`src/rtl/conversor_bcd_pkg.sv`:
```
// Shared definitions for the binary-to-BCD display converter: FSM encoding,
// iteration counts, 7-segment patterns (gfedcba) and double-dabble helpers.
package conversor_bcd_pkg;

  typedef enum logic [1:0] {
    OCIOSO     = 2'd0,
    CONV_VALOR = 2'd1,
    CONV_RESTO = 2'd2,
    ATUALIZA   = 2'd3
  } estado_t;

  localparam logic [4:0] N_ITER_VALOR = 5'd16;
  localparam logic [4:0] N_ITER_RESTO = 5'd8;

  localparam logic [6:0] SEG_0       = 7'h3F;
  localparam logic [6:0] SEG_1       = 7'h06;
  localparam logic [6:0] SEG_2       = 7'h5B;
  localparam logic [6:0] SEG_3       = 7'h4F;
  localparam logic [6:0] SEG_4       = 7'h66;
  localparam logic [6:0] SEG_5       = 7'h6D;
  localparam logic [6:0] SEG_6       = 7'h7D;
  localparam logic [6:0] SEG_7       = 7'h07;
  localparam logic [6:0] SEG_8       = 7'h7F;
  localparam logic [6:0] SEG_9       = 7'h6F;
  localparam logic [6:0] SEG_APAGADO = 7'h00;

  // Digits >= 5 get +3 so the following shift carries correctly into the next digit.
  function automatic logic [3:0] soma3(input logic [3:0] d);
    logic [3:0] r;
    if (d >= 4'd5) begin
      r = d + 4'd3;
    end else begin
      r = d;
    end
    return r;
  endfunction

  function automatic logic [19:0] ajusta20(input logic [19:0] a);
    logic [19:0] r;
    r = 20'd0;
    for (int i = 0; i < 5; i++) begin
      r[4*i +: 4] = soma3(a[4*i +: 4]);
    end
    return r;
  endfunction

  function automatic logic [11:0] ajusta12(input logic [11:0] a);
    logic [11:0] r;
    r = 12'd0;
    for (int i = 0; i < 3; i++) begin
      r[4*i +: 4] = soma3(a[4*i +: 4]);
    end
    return r;
  endfunction

endpackage

```
`src/rtl/conversor_bcd_decod7seg.sv`:
```
// Combinational BCD digit to 7-segment (gfedcba) decoder with blanking and
// selectable segment polarity.
module decod7seg
  import conversor_bcd_pkg::*;
#(
  parameter bit ANODO_COMUM = 1'b0
) (
  input  logic [3:0] digito,
  input  logic       apagado,
  output logic [6:0] segs
);

  logic [6:0] raw_s;

  // Pattern lookup; codes 10-15 never occur and show blank.
  always_comb begin
    raw_s = SEG_APAGADO;
    if (apagado) begin
      raw_s = SEG_APAGADO;
    end else begin
      case (digito)
        4'd0:    raw_s = SEG_0;
        4'd1:    raw_s = SEG_1;
        4'd2:    raw_s = SEG_2;
        4'd3:    raw_s = SEG_3;
        4'd4:    raw_s = SEG_4;
        4'd5:    raw_s = SEG_5;
        4'd6:    raw_s = SEG_6;
        4'd7:    raw_s = SEG_7;
        4'd8:    raw_s = SEG_8;
        4'd9:    raw_s = SEG_9;
        default: raw_s = SEG_APAGADO;
      endcase
    end
  end

  assign segs = ANODO_COMUM ? ~raw_s : raw_s;

endmodule

```
`src/rtl/conversor_bcd.sv`:
```
// Sequential double-dabble converter: Valor (16 bits) and Resto (8 bits) to BCD,
// then registered 7-segment fields with leading-zero blanking.
module conversor_bcd
  import conversor_bcd_pkg::*;
#(
  parameter bit ANODO_COMUM = 1'b0
) (
  input  logic        clk,
  input  logic        rst_n,
  input  logic        Inicio,
  input  logic [15:0] Valor,
  input  logic [7:0]  Resto,
  output logic        Ocupado,
  output logic        Pronto,
  output logic [19:0] Digitos,
  output logic [11:0] DigResto,
  output logic [55:0] Hex
);

  localparam logic [6:0] SEG_OFF     = ANODO_COMUM ? 7'h7F : 7'h00;
  localparam logic [4:0] ULT_VALOR   = N_ITER_VALOR - 5'd1;
  localparam logic [4:0] ULT_RESTO   = N_ITER_RESTO - 5'd1;

  estado_t     estado_r, prox_estado_s;
  logic [15:0] sh_valor_r;
  logic [7:0]  sh_resto_r;
  logic [19:0] acc_valor_r, adj_valor_s;
  logic [11:0] acc_resto_r, adj_resto_s;
  logic [4:0]  cnt_r;
  logic        ocupado_r, pronto_r;
  logic [19:0] digitos_r;
  logic [11:0] dig_resto_r;
  logic [55:0] hex_r, hex_s;
  logic [3:0]  dig_s [8];
  logic [7:0]  blank_s;
  logic [4:0]  zv_s;
  logic [2:0]  zr_s;

  assign adj_valor_s = ajusta20(acc_valor_r);
  assign adj_resto_s = ajusta12(acc_resto_r);

  // State register.
  always_ff @(posedge clk or negedge rst_n) begin
    if (!rst_n) begin
      estado_r <= OCIOSO;
    end else begin
      estado_r <= prox_estado_s;
    end
  end

  // Next-state logic.
  always_comb begin
    prox_estado_s = estado_r;
    case (estado_r)
      OCIOSO: begin
        if (Inicio) begin
          prox_estado_s = CONV_VALOR;
        end else begin
          prox_estado_s = OCIOSO;
        end
      end
      CONV_VALOR: begin
        if (cnt_r == ULT_VALOR) begin
          prox_estado_s = CONV_RESTO;
        end else begin
          prox_estado_s = CONV_VALOR;
        end
      end
      CONV_RESTO: begin
        if (cnt_r == ULT_RESTO) begin
          prox_estado_s = ATUALIZA;
        end else begin
          prox_estado_s = CONV_RESTO;
        end
      end
      ATUALIZA: prox_estado_s = OCIOSO;
      default:  prox_estado_s = OCIOSO;
    endcase
  end

  // Capture, shift-add-3 iterations and output update.
  always_ff @(posedge clk or negedge rst_n) begin
    if (!rst_n) begin
      sh_valor_r  <= 16'd0;
      sh_resto_r  <= 8'd0;
      acc_valor_r <= 20'd0;
      acc_resto_r <= 12'd0;
      cnt_r       <= 5'd0;
      ocupado_r   <= 1'b0;
      pronto_r    <= 1'b0;
      digitos_r   <= 20'd0;
      dig_resto_r <= 12'd0;
      hex_r       <= {8{SEG_OFF}};
    end else begin
      case (estado_r)
        OCIOSO: begin
          pronto_r <= 1'b0;
          if (Inicio) begin
            sh_valor_r  <= Valor;
            sh_resto_r  <= Resto;
            acc_valor_r <= 20'd0;
            acc_resto_r <= 12'd0;
            cnt_r       <= 5'd0;
            ocupado_r   <= 1'b1;
          end
        end
        CONV_VALOR: begin
          pronto_r    <= 1'b0;
          acc_valor_r <= (adj_valor_s << 1) | {19'd0, sh_valor_r[15]};
          sh_valor_r  <= {sh_valor_r[14:0], 1'b0};
          cnt_r       <= (cnt_r == ULT_VALOR) ? 5'd0 : cnt_r + 5'd1;
        end
        CONV_RESTO: begin
          pronto_r    <= 1'b0;
          acc_resto_r <= (adj_resto_s << 1) | {11'd0, sh_resto_r[7]};
          sh_resto_r  <= {sh_resto_r[6:0], 1'b0};
          cnt_r       <= (cnt_r == ULT_RESTO) ? 5'd0 : cnt_r + 5'd1;
        end
        ATUALIZA: begin
          digitos_r   <= acc_valor_r;
          dig_resto_r <= acc_resto_r;
          hex_r       <= hex_s;
          pronto_r    <= 1'b1;
          ocupado_r   <= 1'b0;
          cnt_r       <= 5'd0;
        end
        default: begin
          pronto_r  <= 1'b0;
          ocupado_r <= 1'b0;
          cnt_r     <= 5'd0;
        end
      endcase
    end
  end

  // Digit selection and leading-zero blanking; units fields are never blanked.
  always_comb begin
    for (int i = 0; i < 5; i++) begin
      dig_s[i] = acc_valor_r[4*i +: 4];
      zv_s[i]  = (acc_valor_r[4*i +: 4] == 4'd0);
    end
    for (int i = 0; i < 3; i++) begin
      dig_s[5+i] = acc_resto_r[4*i +: 4];
      zr_s[i]    = (acc_resto_r[4*i +: 4] == 4'd0);
    end
    blank_s[0] = 1'b0;
    blank_s[1] = zv_s[4] & zv_s[3] & zv_s[2] & zv_s[1];
    blank_s[2] = zv_s[4] & zv_s[3] & zv_s[2];
    blank_s[3] = zv_s[4] & zv_s[3];
    blank_s[4] = zv_s[4];
    blank_s[5] = 1'b0;
    blank_s[6] = zr_s[2] & zr_s[1];
    blank_s[7] = zr_s[2];
  end

  for (genvar g = 0; g < 8; g++) begin : g_dec
    decod7seg #(
      .ANODO_COMUM (ANODO_COMUM)
    ) u_dec (
      .digito  (dig_s[g]),
      .apagado (blank_s[g]),
      .segs    (hex_s[7*g +: 7])
    );
  end

  assign Ocupado  = ocupado_r;
  assign Pronto   = pronto_r;
  assign Digitos  = digitos_r;
  assign DigResto = dig_resto_r;
  assign Hex      = hex_r;

endmodule

```
`config.mk`:
```
export PLATFORM = sky130hd
export DESIGN_NAME = conversor_bcd
export DESIGN_NICKNAME = d
export VERILOG_FILES = /design/src/rtl/conversor_bcd_pkg.sv /design/src/rtl/conversor_bcd_decod7seg.sv /design/src/rtl/conversor_bcd.sv
export SDC_FILE = /design/constraint.sdc
export NUM_CORES = 1
export LEC_CHECK = 0
export ABC_AREA = 1
export CORE_MARGIN = 1.5
export CORE_UTILIZATION = 40
export CTS_CLUSTER_SIZE = 30
export DETAILED_ROUTE_END_ITERATION = 7
export PLACE_DENSITY = 0.71
export SYNTH_ARGS = -nofsm -noshare
export SYNTH_HDL_FRONTEND = slang
export SYNTH_HIERARCHICAL = 1
export SYNTH_SLANG_ARGS = --single-unit
```
`constraint.sdc`:
```
create_clock -name clk -period 2.9 [get_ports clk]
set_input_delay 0.87 -clock clk [delete_from_list [all_inputs] [get_ports clk]]
set_output_delay 0.87 -clock clk [all_outputs]
set_load 0.02 [all_outputs]
```
==> report_table.html, run 1 <==
<table>
<tr><th>Metric</th><th>Value</th></tr>
<tr><th colspan="2">Global routing</th></tr>
<tr><td>Number of antenna violations at the first check in global routing</td><td>0</td></tr>
<tr><td>Number of global-route vias before repair</td><td>~6.7k</td></tr>
<tr><td>Pin count of the biggest net entering global routing</td><td>98</td></tr>
<tr><td>Overall track demand over capacity in global routing</td><td>0.176</td></tr>
<tr><td>First-pass GRT wire length</td><td>31500 um</td></tr>
<tr><td>Global route overflow</td><td>0</td></tr>
<tr><th colspan="2">STA</th></tr>
<tr><td>Worst Clk Skew</td><td>between 6 and 7 ps</td></tr>
<tr><td>Highest achievable clock rate</td><td>0.421 GHz</td></tr>
<tr><td>Portion of the clock cycle consumed by the worst path in the final layout</td><td>0.819</td></tr>
<tr><td>Final count of negative-setup-slack endpoints</td><td>0</td></tr>
<tr><td>Actual transition at the worst max-transition pin</td><td>roughly 770 ps</td></tr>
<tr><td>Worst setup slack after layout</td><td>between 500 and 600 ps</td></tr>
<tr><td>Time the worst path needs with I/O delays and setup</td><td>2370 ps</td></tr>
<tr><td>Worst slew margin</td><td>0.483</td></tr>
<tr><td>Fin. max-slew vios</td><td>0</td></tr>
<tr><td>Setup tns final</td><td>0 ps</td></tr>
<tr><td>Setup repair after global routing missed its margin</td><td>false</td></tr>
<tr><td>Hold violation total from the final report</td><td>0</td></tr>
<tr><th colspan="2">Yosys</th></tr>
<tr><td>Biggest area consumer among synthesized cells</td><td>sky130_fd_sc_hd__dfrtp_1</td></tr>
<tr><td>Count of flip-flops with a built-in enable after synthesis</td><td>0</td></tr>
<tr><td>Most instantiated library cell after synthesis</td><td>sky130_fd_sc_hd__nand2_1</td></tr>
<tr><td>Mean area per synthesized cell</td><td>7.58 sq um</td></tr>
<tr><td>Yosys warnings</td><td>6</td></tr>
<tr><td>Post-synth ARST share</td><td>1.00</td></tr>
<tr><td>Count of state elements after synthesis</td><td>around 150</td></tr>
<tr><td>Dominant synthesized flop cell</td><td>sky130_fd_sc_hd__dfrtp_1</td></tr>
<tr><td>Seq/Total Area, Yosys</td><td>0.450</td></tr>
<tr><td>Top cells by area, synth</td><td>sky130_fd_sc_hd__dfrtp_1 (45%), sky130_fd_sc_hd__nand2_1 (17%), sky130_fd_sc_hd__ha_1 (9.9%)</td></tr>
<tr><td>Top-area cell type share of the netlist area</td><td>0.450</td></tr>
<tr><td>Number of instances in the synthesized netlist</td><td>about 1.1k</td></tr>
<tr><td>Synthesized area</td><td>between 8000 and 9000 sq um</td></tr>
<tr><td>Library cells used by synthesis</td><td>31</td></tr>
<tr><td>Top cell types by occurrence after synthesis</td><td>sky130_fd_sc_hd__nand2_1 (383), sky130_fd_sc_hd__dfrtp_1 (153), sky130_fd_sc_hd__inv_1 (151)</td></tr>
<tr><th colspan="2">Clock tree</th></tr>
<tr><td>Hold-fix buffers, CTS</td><td>0</td></tr>
<tr><td>Maximum number of buffers from clock root to sink</td><td>2</td></tr>
<tr><td>H-tree Lvls</td><td>4</td></tr>
<tr><td>Total clock buffers created by CTS</td><td>17</td></tr>
<tr><td>Clock-pin slew of the registers on the worst-case setup and hold paths</td><td>~60 ps</td></tr>
<tr><td>Clk Tree Root Cell</td><td>sky130_fd_sc_hd__clkbuf_16</td></tr>
<tr><td>Buffer count from post-CTS setup fixing</td><td>0</td></tr>
<tr><td>Clk sinks</td><td>~150</td></tr>
<tr><td>Clk_lat worst skew</td><td>roughly 420 ps</td></tr>
<tr><td>TritonCTS clock tree</td><td>yes</td></tr>
<tr><td>Post-cts sizing count</td><td>0</td></tr>
<tr><th colspan="2">Critical path</th></tr>
<tr><td>CP endpoint kind</td><td>register</td></tr>
<tr><td>Required arrival time at the worst endpoint</td><td>roughly 3200 ps</td></tr>
<tr><td>Register-to-register setup slack</td><td>approximately 530 ps</td></tr>
<tr><td>Cell with the largest stage delay on the worst path</td><td>sky130_fd_sc_hd__o21ai_2</td></tr>
<tr><td>Crit Path Category</td><td>reg -&gt; reg</td></tr>
<tr><td>Data arrival, critical path</td><td>roughly 2700 ps</td></tr>
<tr><td>CP Cell Sequence</td><td>inv_1, ha_1, inv_1, o21ai_2, inv_2, nand2_1, o21ai_1</td></tr>
<tr><td>Cell repeated most along the worst path</td><td>sky130_fd_sc_hd__inv_1</td></tr>
<tr><td>Largest stage delay on the critical path</td><td>approximately 610 ps</td></tr>
<tr><td>Max FO, Critical Path</td><td>18</td></tr>
<tr><td>Worst setup SP type</td><td>register</td></tr>
<tr><th colspan="2">Route</th></tr>
<tr><td>Via count</td><td>7161</td></tr>
<tr><td>Total wire length after detailed routing</td><td>about 18000 um</td></tr>
<tr><td>Total iterations of the first detailed-routing run</td><td>6</td></tr>
<tr><td>Count of nets left with antenna violations after detail routing</td><td>0</td></tr>
<tr><td>Drt initial violations</td><td>~490</td></tr>
<tr><td>Detailed-route vias per instance</td><td>about 4.7</td></tr>
<tr><td>Average wire per cell in the routed design</td><td>12.0 um</td></tr>
<tr><td>DRC Markers</td><td>0</td></tr>
<tr><th colspan="2">Die</th></tr>
<tr><td>Core area</td><td>around 21000 sq um</td></tr>
<tr><td>Die width</td><td>roughly 150 um</td></tr>
<tr><td>Die Outline Area</td><td>around 22000 sq um</td></tr>
<tr><td>I/O pin cnt</td><td>117</td></tr>
<tr><td>Cell row count</td><td>between 50 and 60</td></tr>
<tr><td>Die extent in y</td><td>149 um</td></tr>
<tr><td>Initial core utilization</td><td>0.406</td></tr>
<tr><th colspan="2">Cells and area</th></tr>
<tr><td>Net count of the finished layout</td><td>roughly 1.3k</td></tr>
<tr><td>Diodes inserted</td><td>0</td></tr>
<tr><td>Core occupancy in the finished layout</td><td>0.506</td></tr>
<tr><td>Filler cells</td><td>2001</td></tr>
<tr><td>Area grow syn2layout</td><td>24.6%</td></tr>
<tr><td>Fraction of final layout cells with drive strength greater than 1</td><td>0.0520</td></tr>
<tr><th colspan="2">Power and ir drop</th></tr>
<tr><td>Max IR drop VDD</td><td>396 uV</td></tr>
<tr><td>Leakage</td><td>between 5 and 6 nW</td></tr>
<tr><td>Total power per unit cell area</td><td>roughly 520 nW/um^2</td></tr>
<tr><th colspan="2">Run</th></tr>
<tr><td>Number of max-capacitance violations reported</td><td>0</td></tr>
<tr><th colspan="2">Status</th></tr>
<tr><td>Run status</td><td>finished clean</td></tr>
<tr><th colspan="2">Place</th></tr>
<tr><td>Post-detail-place hpwl</td><td>between 10000 and 15000 um</td></tr>
<tr><td>Count of port buffers added during placement</td><td>~120</td></tr>
<tr><td>Worst slack after detailed placement</td><td>roughly 390 ps</td></tr>
<tr><td>Routability Congestion</td><td>around 0.84</td></tr>
<tr><th colspan="2">Hold path</th></tr>
<tr><td>Worst hold path class</td><td>in -&gt; async</td></tr>
</table>
-- placed cells by master (no fill, tap or decap), types with 2 or more instances in the layout --
master / n
sky130_fd_sc_hd__ha_1: 66
sky130_fd_sc_hd__buf_4: 5
sky130_fd_sc_hd__inv_2: 5
sky130_fd_sc_hd__nor3_1: 6
sky130_fd_sc_hd__inv_1: 150
sky130_fd_sc_hd__nand2_2: 2
sky130_fd_sc_hd__o21a_1: 6
sky130_fd_sc_hd__a21oi_1: 7
sky130_fd_sc_hd__o21ai_2: 10
sky130_fd_sc_hd__conb_1: 3
sky130_fd_sc_hd__or2_2: 2
sky130_fd_sc_hd__bufinv_16: 4
sky130_fd_sc_hd__clkinvlp_4: 3
sky130_fd_sc_hd__o211ai_1: 20
sky130_fd_sc_hd__o22ai_1: 8
sky130_fd_sc_hd__nor2_2: 3
sky130_fd_sc_hd__nor2_1: 120
sky130_fd_sc_hd__o21ai_0: 68
sky130_fd_sc_hd__clkinv_2: 5
sky130_fd_sc_hd__nand3_1: 50
sky130_fd_sc_hd__clkbuf_16: 17
sky130_fd_sc_hd__nand4_1: 15
sky130_fd_sc_hd__o21ai_1: 10
sky130_fd_sc_hd__dfrtp_1: 153
sky130_fd_sc_hd__clkbuf_8: 2
sky130_fd_sc_hd__buf_12: 3
sky130_fd_sc_hd__clkdlybuf4s50_1: 115
sky130_fd_sc_hd__nand2_1: 383
-- critical path: cells and delay by family, from the launching register on --
family / cells / cell delay, ps
compound gates: 2 / 680
buf+inv: 3 / 590
fa+ha+maj: 1 / 470
flops: 1 / 420
simple gates: 1 / 100
-- final timing paths --
check / startpoint / depth (start not counted) / end
worst max-delay path: estado_r[0]$_DFF_PN0_ / 7 / sh_resto_r[6]$_DFFE_PN0P_
worst min-delay path: rst_n / 1 / Hex[23]$_DFFE_PN0P_
worst max register to register: estado_r[0]$_DFF_PN0_ / 7 / sh_resto_r[6]$_DFFE_PN0P_
worst min register to register: Hex[43]$_DFFE_PN0P_ / 2 / Hex[43]$_DFFE_PN0P_
max in group asynchronous: rst_n / 2 / Digitos[11]$_DFFE_PN0P_
min in group clk: Hex[43]$_DFFE_PN0P_ / 2 / Hex[43]$_DFFE_PN0P_
-- per-layer routing --
metal / up-vias / wire (um) / GRT usage
met3: 26 / 741 / 0.0379
met1: 3297 / 8610 / 0.228
met2: 114 / 8620 / 0.288
met5: - / 0 / 0
met4: 0 / 375 / 0.0678
li1: 3724 / - / -
-- state kept, by name, indices dropped and copies added, names as in the netlist, named ones only --
name / flops
Hex: 56
Digitos: 20
acc_valor_r: 20
sh_valor_r: 16
DigResto: 12
acc_resto_r: 12
sh_resto_r: 8
cnt_r: 5
Ocupado: 1
Pronto: 1
estado_r: 1
-- logic make-up after synthesis --
logic type	count (synthesis)	share of synthesized area
AND/OR/NAND/NOR	584	0.274
buffers and inverters	186	0.0863
flip-flops	153	0.450
AO/OA/AOI/OAI	131	0.0909
adder cells (fa/ha/maj)	67	0.0985
other	1	0.000441
-- through the flow --
stage	std cells	hold WS, ps	power [mW]	cell area, sq um
floorplan	1124	454	2.92	8520
finish	1525	398	5.47	10600
global placement	1493	456	3.15	9970
CTS	1525	408	5.54	10600
global route	1525	429	5.77	10600
detailed placement	1493	458	3.17	9970
-- power breakdown --
part	internal, mW	leakage [nW]	switching (mW)
logic	0.278	3.15	0.480
registers	2.26	2.02	0.100
clock network	1.48	0.302	0.866
-- cell type report --
class | instances | area [sq um] | area share
Timing Repair Buffer | 124 | 1260 | 0.119
Multi-Input combinational cell | 785 | 3960 | 0.373
Sequential cell | 153 | 3830 | 0.361
Inverter | 156 | 587 | 0.0553
Clock inverter | 12 | 171 | 0.0162
Tap cell | 275 | 344 | 0.0325
Clock buffer | 20 | 457 | 0.0431
Power figures use the tool's default switching activity.
==> inputs of run 2 (changes only) <==
--- a/config.mk
+++ b/config.mk
@@ -10,7 +10,7 @@
 export CORE_UTILIZATION = 40
 export CTS_CLUSTER_SIZE = 30
 export DETAILED_ROUTE_END_ITERATION = 7
-export PLACE_DENSITY = 0.71
+export PLACE_DENSITY = 0.74
 export SYNTH_ARGS = -nofsm -noshare
 export SYNTH_HDL_FRONTEND = slang
 export SYNTH_HIERARCHICAL = 1
==> constraint.sdc (replaced) <==
create_clock -name clk -period 2 [get_ports clk]
set_input_delay 0.6 -clock clk [delete_from_list [all_inputs] [get_ports clk]]
set_output_delay 0.6 -clock clk [all_outputs]
set_load 0.02 [all_outputs]
==> report_table.html, run 2 (synthesis gave the netlist of run 1 again) <==
<table>
<tr><th>Metric</th><th>Value</th></tr>
<tr><th colspan="2">Power and ir drop</th></tr>
<tr><td>Max IR drop VDD</td><td>605 uV (was 396 uV)</td></tr>
<tr><td>Portion of total power attributed to sequential cells</td><td>0.430 (was 0.432)</td></tr>
<tr><td>Total power per unit cell area</td><td>729 nW/um^2 (was 516 nW/um^2)</td></tr>
<tr><td>Net Switching</td><td>2.17 mW (was 1.45 mW)</td></tr>
<tr><td>Internal portion of total power</td><td>5.80 mW (was 4.02 mW)</td></tr>
<tr><td>Leakage</td><td>6.62 nW (was 5.47 nW)</td></tr>
<tr><td>Switching portion of total power</td><td>0.272 (was 0.264)</td></tr>
<tr><td>Share of total power in the clock network</td><td>0.428 (was 0.429)</td></tr>
<tr><td>Logic gate share of total power</td><td>0.142 (was 0.139)</td></tr>
<tr><th colspan="2">STA</th></tr>
<tr><td>Time the worst path needs with I/O delays and setup</td><td>about 1900 ps</td></tr>
<tr><td>Final count of negative-setup-slack endpoints</td><td>0 (unchanged)</td></tr>
<tr><td>Worst slew margin</td><td>0.593 (was 0.483)</td></tr>
<tr><td>Highest achievable clock rate</td><td>about 0.52 GHz</td></tr>
<tr><td>Fin. max-slew vios</td><td>0 (unchanged)</td></tr>
<tr><td>Actual transition at the worst max-transition pin</td><td>611 ps (was 774 ps)</td></tr>
<tr><td>Setup tns final</td><td>0 ps (unchanged)</td></tr>
<tr><td>Setup repair after global routing missed its margin</td><td>false (unchanged)</td></tr>
<tr><td>Hold violation total from the final report</td><td>0 (unchanged)</td></tr>
<tr><td>Worst Clk Skew</td><td>6.90 ps (was 6.98 ps)</td></tr>
<tr><td>Portion of the clock cycle consumed by the worst path in the final layout</td><td>0.966</td></tr>
<tr><th colspan="2">Cells and area</th></tr>
<tr><td>Multi-input gate area in the final layout</td><td>3960 sq um (about the same)</td></tr>
<tr><td>Net count of the finished layout</td><td>1360 (was 1331)</td></tr>
<tr><td>Total area of sequential cells</td><td>3830 sq um (unchanged)</td></tr>
<tr><td>Commonest non-fill, non-tap cell in the layout</td><td>sky130_fd_sc_hd__nand2_1 (unchanged)</td></tr>
<tr><td>Top library cells by usage in the layout, fill and taps aside</td><td>sky130_fd_sc_hd__nand2_1 (383), sky130_fd_sc_hd__dfrtp_1 (153), sky130_fd_sc_hd__inv_1 (150) (unchanged)</td></tr>
<tr><td>Area grow syn2layout</td><td>28.4% (was 24.6%)</td></tr>
<tr><td>Filler cells</td><td>1994 (was 2001)</td></tr>
<tr><td>Number of flip-flops in the largest register</td><td>56 (unchanged)</td></tr>
<tr><td>Fraction of final layout cells with drive strength greater than 1</td><td>0.0743 (was 0.0520)</td></tr>
<tr><td>Diodes inserted</td><td>0 (unchanged)</td></tr>
<tr><td>Core occupancy in the finished layout</td><td>0.521 (was 0.506)</td></tr>
<tr><td>Non-filler instance count after layout</td><td>1554 (was 1525)</td></tr>
<tr><th colspan="2">Route</th></tr>
<tr><td>Count of nets left with antenna violations after detail routing</td><td>0 (unchanged)</td></tr>
<tr><td>Total wire length after detailed routing</td><td>19100 um (was 18300 um)</td></tr>
<tr><td>DRC Markers</td><td>0 (unchanged)</td></tr>
<tr><td>Via count</td><td>7305 (was 7161)</td></tr>
<tr><td>Detailed-route vias per instance</td><td>4.70 (about the same)</td></tr>
<tr><td>Average wire per cell in the routed design</td><td>12.3 um (was 12.0 um)</td></tr>
<tr><td>Total iterations of the first detailed-routing run</td><td>8 (was 6)</td></tr>
<tr><td>Drt initial violations</td><td>450 (was 491)</td></tr>
<tr><th colspan="2">Critical path</th></tr>
<tr><td>CP endpoint kind</td><td>output pin (was register)</td></tr>
<tr><td>Critical path buffers and inverters</td><td>1 (was 3)</td></tr>
<tr><td>Required arrival time at the worst endpoint</td><td>1400 ps (was 3210 ps)</td></tr>
<tr><td>Crit Path Category</td><td>reg -&gt; out (was reg -&gt; reg)</td></tr>
<tr><td>Worst r2r src</td><td>acc_valor_r[16]$_DFFE_PN0P_ (was estado_r[0]$_DFF_PN0_)</td></tr>
<tr><td>Cell with the largest stage delay on the worst path</td><td>sky130_fd_sc_hd__clkdlybuf4s50_1 (was sky130_fd_sc_hd__o21ai_2)</td></tr>
<tr><td>CP Cell Sequence</td><td>clkdlybuf4s50_1 (was inv_1, ha_1, inv_1, o21ai_2, inv_2, nand2_1, o21ai_1)</td></tr>
<tr><td>Worst setup SP type</td><td>register (unchanged)</td></tr>
<tr><td>Critical path depth in cells</td><td>1 (was 7)</td></tr>
<tr><td>End point of the critical path</td><td>Pronto (was sh_resto_r[6]$_DFFE_PN0P_)</td></tr>
<tr><td>Register-to-register setup slack</td><td>200 ps (was 530 ps)</td></tr>
<tr><td>Endpoint of the worst-slack reg-to-reg timing path</td><td>Hex[12]$_DFFE_PN0P_ (was sh_resto_r[6]$_DFFE_PN0P_)</td></tr>
<tr><td>Data arrival, critical path</td><td>1330 ps (was 2680 ps)</td></tr>
<tr><td>Crit-path leading delay family</td><td>buffers and inverters (was compound AO/OA/AOI/OAI gates)</td></tr>
<tr><td>Max FO, Critical Path</td><td>1 (was 18)</td></tr>
<tr><td>FF-to-FF path depth</td><td>13 (was 7)</td></tr>
<tr><td>CP Launch Point</td><td>Pronto$_DFF_PN0_ (was estado_r[0]$_DFF_PN0_)</td></tr>
<tr><td>Largest stage delay on the critical path</td><td>590 ps (was 610 ps)</td></tr>
<tr><th colspan="2">Clock tree</th></tr>
<tr><td>H-tree Lvls</td><td>4 (unchanged)</td></tr>
<tr><td>Clk Tree Root Cell</td><td>sky130_fd_sc_hd__clkbuf_16 (unchanged)</td></tr>
<tr><td>Clk_lat worst skew</td><td>420 ps (about the same)</td></tr>
<tr><td>Hold-fix buffers, CTS</td><td>0 (unchanged)</td></tr>
<tr><td>Maximum number of buffers from clock root to sink</td><td>2 (unchanged)</td></tr>
<tr><td>Clk sinks</td><td>153 (unchanged)</td></tr>
<tr><td>Total clock buffers created by CTS</td><td>17 (unchanged)</td></tr>
<tr><td>Buffer count from post-CTS setup fixing</td><td>0 (unchanged)</td></tr>
<tr><td>Post-cts sizing count</td><td>39 (was 0)</td></tr>
<tr><td>TritonCTS clock tree</td><td>yes (unchanged)</td></tr>
<tr><td>Clock-pin slew of the registers on the worst-case setup and hold paths</td><td>60 ps (about the same)</td></tr>
<tr><th colspan="2">Place</th></tr>
<tr><td>Number of placed instances, taps included</td><td>1522 (was 1493)</td></tr>
<tr><td>Count of port buffers added during placement</td><td>116 (unchanged)</td></tr>
<tr><td>Post-detail-place hpwl</td><td>13600 um (was 13000 um)</td></tr>
<tr><td>Routability Congestion</td><td>0.858 (was 0.837)</td></tr>
<tr><th colspan="2">Global routing</th></tr>
<tr><td>Global route overflow</td><td>0 (unchanged)</td></tr>
<tr><td>Met2 global-route usage</td><td>0.309 (was 0.288)</td></tr>
<tr><td>Met3 track demand over resource</td><td>0.0349 (was 0.0379)</td></tr>
<tr><td>Overall track demand over capacity in global routing</td><td>0.182 (was 0.176)</td></tr>
<tr><td>First-pass GRT wire length</td><td>32700 um (was 31500 um)</td></tr>
<tr><td>Number of antenna violations at the first check in global routing</td><td>0 (unchanged)</td></tr>
<tr><td>Pin count of the biggest net entering global routing</td><td>63 (was 98)</td></tr>
<tr><td>Number of global-route vias before repair</td><td>7019 (was 6672)</td></tr>
<tr><td>Global routing met1 resource utilization</td><td>0.230 (was 0.228)</td></tr>
<tr><td>Most used routing layer</td><td>met2 (unchanged)</td></tr>
<tr><th colspan="2">Die</th></tr>
<tr><td>Initial core utilization</td><td>0.406 (unchanged)</td></tr>
<tr><td>Die Outline Area</td><td>22200 sq um (unchanged)</td></tr>
<tr><td>Core area</td><td>21000 sq um (unchanged)</td></tr>
<tr><td>Die width</td><td>149 um (unchanged)</td></tr>
<tr><td>Cell row count</td><td>53 (unchanged)</td></tr>
<tr><td>I/O pin cnt</td><td>117 (unchanged)</td></tr>
<tr><td>Die extent in y</td><td>149 um (unchanged)</td></tr>
<tr><th colspan="2">Run</th></tr>
<tr><td>Number of max-capacitance violations reported</td><td>0 (unchanged)</td></tr>
<tr><th colspan="2">Hold path</th></tr>
<tr><td>Worst hold path class</td><td>in -&gt; async (unchanged)</td></tr>
<tr><th colspan="2">Status</th></tr>
<tr><td>Run status</td><td>finished clean (unchanged)</td></tr>
</table>
==> run 2: cell types whose count changed in the layout (fill, tap and decap cells not counted), sizes merged <==
cell / delta
clkinvlp: -1
dlymetal6s2s: +50
dlygate4sd2: +39
clkinv: +2
buf: +29
clkbuf: -2
inv: +1
clkdlybuf4s50: -89
==> run 2: worst register-to-register path, cell delays in order, from the launching register on <==
cell                      delay (ps)
sky130_fd_sc_hd__dfrtp_1         380
sky130_fd_sc_hd__inv_1           100
sky130_fd_sc_hd__ha_1            190
sky130_fd_sc_hd__nand2_1         100
sky130_fd_sc_hd__nor2_1          140
sky130_fd_sc_hd__nand2_1          70
sky130_fd_sc_hd__inv_1            90
sky130_fd_sc_hd__nand2_1         100
sky130_fd_sc_hd__nor2_1          150
sky130_fd_sc_hd__inv_1            80
sky130_fd_sc_hd__nand2_2         110
sky130_fd_sc_hd__nor2_1           60
sky130_fd_sc_hd__nand2_1          60
sky130_fd_sc_hd__nand2_1          60
==> run 2: layer usage <==
| layer | vias up | wire (um) |
|---|---|---|
| li1 | 3777 | - |
| met2 | 105 | 9210 |
| met5 | - | 0 |
| met4 | 0 | 377 |
| met3 | 23 | 617 |
| met1 | 3400 | 8930 |
==> run 2: power by group through the flow <==
stage,combinational (mW),clock [mW],sequential [mW]
global route,1.33,3.63,3.45
floorplan,0.766,0,3.47
detailed placement,1.15,0,3.48
CTS,1.15,3.49,3.43
global placement,1.12,0,3.48
finish,1.14,3.41,3.43
==> run 2: cell type report <==
class,count,area share
clock buffers,18,0.0393
clock inverters,14,0.0181
repair buffers,153,0.145
inverters,156,0.0537
multi-input cells,785,0.363
well taps,275,0.0315
flip-flops and latches,153,0.350
==> run 2: how the worst min path moves through the flow <==
stage                     cells after the start  slack (ps)           startpoint                       to
final                                         1          80                rst_n  Digitos[14]$_DFFE_PN0P_
after CTS                                     1          80                rst_n  Digitos[14]$_DFFE_PN0P_
after global routing                          1          80                rst_n      Hex[28]$_DFFE_PN0P_
after floorplan                               0         300                rst_n  DigResto[0]$_DFFE_PN0P_
after global placement                        2         460  Hex[55]$_DFFE_PN0P_      Hex[55]$_DFFE_PN0P_
after detailed placement                      2         460   Hex[1]$_DFFE_PN0P_       Hex[1]$_DFFE_PN0P_
==> run 2: metrics by stage <==
step	worst slack (ps)	power [mW]	instance area, sq um	hold slack (ps)
floorplan	426	4.23	8520	304
global placement	107	4.59	10200	456
detailed placement	77.1	4.63	10200	458
CTS	0.387	8.06	10800	76.2
global route	2.27	8.41	10900	81.9
finish	67.6	7.97	10900	77.8
